$ cat src/rtl/mem_burst_master.sv
// Burst initiator for the 32-word register memory port.
// Takes write or read burst commands from a host and walks sequential memory
// addresses (wrapping at 2**AW). Write data streams in on a valid/ready pair.
// Read data streams out through a registered, backpressured valid/ready pair.
module mem_burst_master #(
  parameter int n  = 8,
  parameter int AW = 5
) (
  input  logic          clk,
  input  logic          reset,
  input  logic          cmd_valid,
  output logic          cmd_ready,
  input  logic          cmd_write,
  input  logic [AW-1:0] cmd_addr,
  input  logic [5:0]    cmd_len,
  input  logic [n-1:0]  wr_data,
  input  logic          wr_valid,
  output logic          wr_ready,
  output logic [n-1:0]  rd_data,
  output logic          rd_valid,
  input  logic          rd_ready,
  output logic          busy,
  output logic          done,
  output logic [AW-1:0] mem_address,
  output logic          mem_readWrite,
  output logic [n-1:0]  mem_in,
  input  logic [n-1:0]  mem_out
);

  typedef enum logic [1:0] {IDLE, WRITE, READ, DONE} state_t;

  state_t        state;
  logic [AW-1:0] addr_q;
  logic [5:0]    cnt_q;
  logic          rd_slot;
  logic          rd_load;

  // The output register is free when it is empty or is being consumed this cycle.
  assign rd_slot = !rd_valid || rd_ready;
  assign rd_load = rd_slot && (cnt_q != 6'd0);

  // Status and handshake outputs decode directly from the registered state.
  // A write strobe is only ever raised inside WRITE, so an async reset
  // kills it at once.
  assign cmd_ready     = (state == IDLE);
  assign busy          = (state == WRITE) || (state == READ);
  assign done          = (state == DONE);
  assign wr_ready      = (state == WRITE);
  assign mem_address   = addr_q;
  assign mem_readWrite = (state == WRITE) && wr_valid;
  assign mem_in        = (state == WRITE) ? wr_data : '0;

  // Burst FSM: command capture, address/count walk, and the read output register.
  always_ff @(posedge clk or negedge reset) begin
    if (!reset) begin
      state    <= IDLE;
      addr_q   <= '0;
      cnt_q    <= '0;
      rd_data  <= '0;
      rd_valid <= 1'b0;
    end else begin
      case (state)
        IDLE: begin
          rd_valid <= 1'b0;
          if (cmd_valid) begin
            addr_q <= cmd_addr;
            cnt_q  <= cmd_len;
            if (cmd_len == 6'd0)  state <= DONE;
            else if (cmd_write)   state <= WRITE;
            else                  state <= READ;
          end
        end
        WRITE: begin
          if (wr_valid) begin
            addr_q <= addr_q + 1'b1;
            cnt_q  <= cnt_q - 1'b1;
            if (cnt_q == 6'd1) state <= DONE;
          end
        end
        READ: begin
          if (rd_load) begin
            rd_data  <= mem_out;
            rd_valid <= 1'b1;
            addr_q   <= addr_q + 1'b1;
            cnt_q    <= cnt_q - 1'b1;
          end else if (rd_ready) begin
            rd_valid <= 1'b0;
          end
          // Leave only once the final word has been handed over.
          if ((cnt_q == 6'd0) && rd_slot) state <= DONE;
        end
        DONE: begin
          rd_valid <= 1'b0;
          state    <= IDLE;
        end
        default: state <= IDLE;
      endcase
    end
  end

endmodule

$ cat config.mk
export PLATFORM = sky130hd
export DESIGN_NAME = mem_burst_master
export DESIGN_NICKNAME = d
export VERILOG_FILES = /design/src/rtl/mem_burst_master.sv
export SDC_FILE = /design/constraint.sdc
export NUM_CORES = 1
export LEC_CHECK = 0
export BUFFER_PORTS_ARGS = -buffer_cell sky130_fd_sc_hd__buf_2
export CAP_MARGIN = 20
export CORE_MARGIN = 2
export CORE_UTILIZATION = 40
export DETAILED_ROUTE_END_ITERATION = 12
export GPL_TIMING_DRIVEN = 1
export PLACE_DENSITY = 0.82
export SLEW_MARGIN = 20
export SYNTH_ARGS = -nofsm -noshare
export SYNTH_HDL_FRONTEND = slang
export SYNTH_SLANG_ARGS = --single-unit
export TNS_END_PERCENT = 10
$ cat constraint.sdc
create_clock -name clk -period 1.8 [get_ports clk]
set_input_delay 0.36 -clock clk [delete_from_list [all_inputs] [get_ports clk]]
set_output_delay 0.36 -clock clk [all_outputs]
set_load 0.005 [all_outputs]
==> flow_summary.ini <==
[setup_path]
r2r_end = cnt_q[3]
worstSetupEndpointType = register
worstPathRequired_ps = 2010
ff2ff_setup_slack_ps = 7
crit_end = cnt_q[3]
worstSetupStartpointType = register
rr_worst_depth = 6
cp_max_fo = 5
regToRegStartpoint = state[1]
crit_arrival_ps = 2010
critical_path_class = register to register
critical_path.startpoint = state[1]

[global_routing]
antenna_found_initial = 0
grt_pass1_wl_um = 5730
grt_pass1_vias = 1280
grt_usage_pct = 18.1
overflow = 0
grt_max_degree = 23

[sta]
finClkSkew_ps = 2.27
clock.fmax_ghz = 0.558
period_share_pct = 99.6
setup_viol = 0
worstMarginPinSlew_ps = 490
finalCriticalPeriod_ps = 1790
finalMaxSlewViolations = 0
fin_hold_ws_ps = 264
rsz0062_at_grt = yes
slew-limit-headroom_pct = 67.3
setup_ws_ps = 6.59
hold_viol = 0

[power_and_ir_drop]
ir_worst_vdd_uv = 1080
p_leak_nw = 0.941
power_density_nw_per_um2 = 1960

[synthesis]
synthesis.area_um2 = 1370
syn-num-nets = 186
synth-edff-count = 0
ys_seq_area_share_pct = 40.1
syn_area_per_cell_um2 = 9.53
ys_warn_count = 0
synth_top_area_share_pct = 40.1
synth_area_leaders = dfrtp_1, ha_1, mux2_2, o21ai_0, and2_1
async_flop_share_pct = 100
syn_inst = 144
synth_seq_cells = 22
synth_top_area_cell = dfrtp_1
synthDistinctLibCells = 37
ys.flop_type = dfrtp_1

[routing]
vias = 1395
ant_nets = 0
firstDrtPassIters = 4
dr.first_iter.drc_count = 38
drc = 0
wl_um = 3480
wire_per_inst_um = 13.1
vias_per_cell = 5.24

[place]
place_congestion = 0.851
dp.final_hpwl_um = 2630
dp_slack_ps = -23.5
port_buffers = 59

[cts]
cts_made_buffers = 3
clk_pin_slew_ps = 130
cts_tree = built
cts_sinks = 22
cts_htree_levels = 1
clock-root-buffer = clkbuf_4
clkLatencyLatePin_ps = 310
cts_buffer_depth = 2

[die]
ios = 60
dieWidth_um = 62.6
die_h_um = 62.6
rows = 21
start_util_pct = 41.5
core_region_area_um2 = 3310
die-area_um2 = 3920

[layout]
diodes = 0
drive_gt1_share_pct = 46.4
layout_commonest_cell = buf_2
fin_nets = 263
mostFrequentLayoutCells = buf_2, dfrtp_1, buf_4
synthToLayoutAreaGrowth_pct = 39.7

[min_path]
hold_class = primary input to register

[outcome]
status = completed

[run]
maxCapViolCount = 0
## final cells by class
| class | instances | area (um2) |
|---|---|---|
| fill | 310 | 1390 |
| sequential | 22 | 551 |
| clock buffer | 4 | 36.3 |
| tap | 46 | 57.6 |
| inverter | 7 | 26.3 |
| timing repair buffer | 77 | 440 |
| multi-input combinational | 110 | 806 |
## worst max-delay path, stage by stage, from the launching register on
cell,delay [ps]
dfrtp_1,420
inv_2,70
ha_2,180
or3_1,390
and4_4,180
a31o_1,170
a221o_1,280
## cells by family (layout without fill, tap and decap cells)
family,after synthesis,after routing,share of synthesized area (%)
fa+ha+maj,9,9,8.20
compound gates,35,35,16.7
simple gates,55,55,22.7
flops,22,22,40.1
mux,11,11,8.93
buf+inv,12,88,3.37
## how the worst min path moves through the flow
stage,from,to,cells after the start
4_1_cts,mem_out[5],rd_data[5],2
6_report,mem_out[0],rd_data[0],2
3_5_place_dp,reset,mem_address[3],1
5_1_grt,mem_out[0],rd_data[0],2
2_1_floorplan,reset,cnt_q[0],0
3_3_place_gp,reset,mem_address[3],1
## sequential cells by signal, indices dropped and copies added, names as in the netlist
name and flops:
mem_address 5, cnt_q 6, rd_valid 1, state 2, rd_data 8
## report_power, final
part	switching, mW	total (mW)	internal (mW)
sequential	0.222	0.986	0.764
clock	0.159	0.282	0.124
combinational	1.24	2.48	1.24
## metal layers
metal	up-vias	GRT usage (%)	routed length [um]
li1	678	-	-
met1	650	24.0	1580
met2	60	30.9	1630
met3	7	2.70	216
met4	0	5.00	52
met5	-	0	0
## metrics by stage
stage	power, mW	setup TNS, ps	instance area, um2	std cells	util, %
6_report	3.75	0	1920	266	57.9
3_5_place_dp	3.24	-38.6	1810	257	54.6
2_1_floorplan	2.42	-79.6	1380	144	-
5_1_grt	4.10	-547	1920	266	57.9
4_1_cts	3.61	0	1880	264	56.7
3_3_place_gp	3.17	0	1810	257	54.6
## synth_stat cells, types with 2 or more instances
cell type and instances:
nor4_1 2, nand3_1 8, nand2_1 9, inv_1 7, nand2b_1 4, mux2_1 2, o21ai_0 12, and4_1 2
and2_1 9, o2111ai_1 2, ha_1 9, dfrtp_1 22, a221o_1 2, nor2b_1 2, o31ai_1 3, mux2_2 8
nor2_1 10, clkbuf_1 4, a41oi_1 2, a21oi_1 5, a31oi_1 4
## repair_timing
action                                 CTS  global route
buffers inserted                         2             2
hold buffers                             1             0
endpoints found under the hold margin   13             0
setup endpoints to repair                4            31
pin swaps                                0             1
gates resized for setup                  3             7
Power figures use the tool's default switching activity.
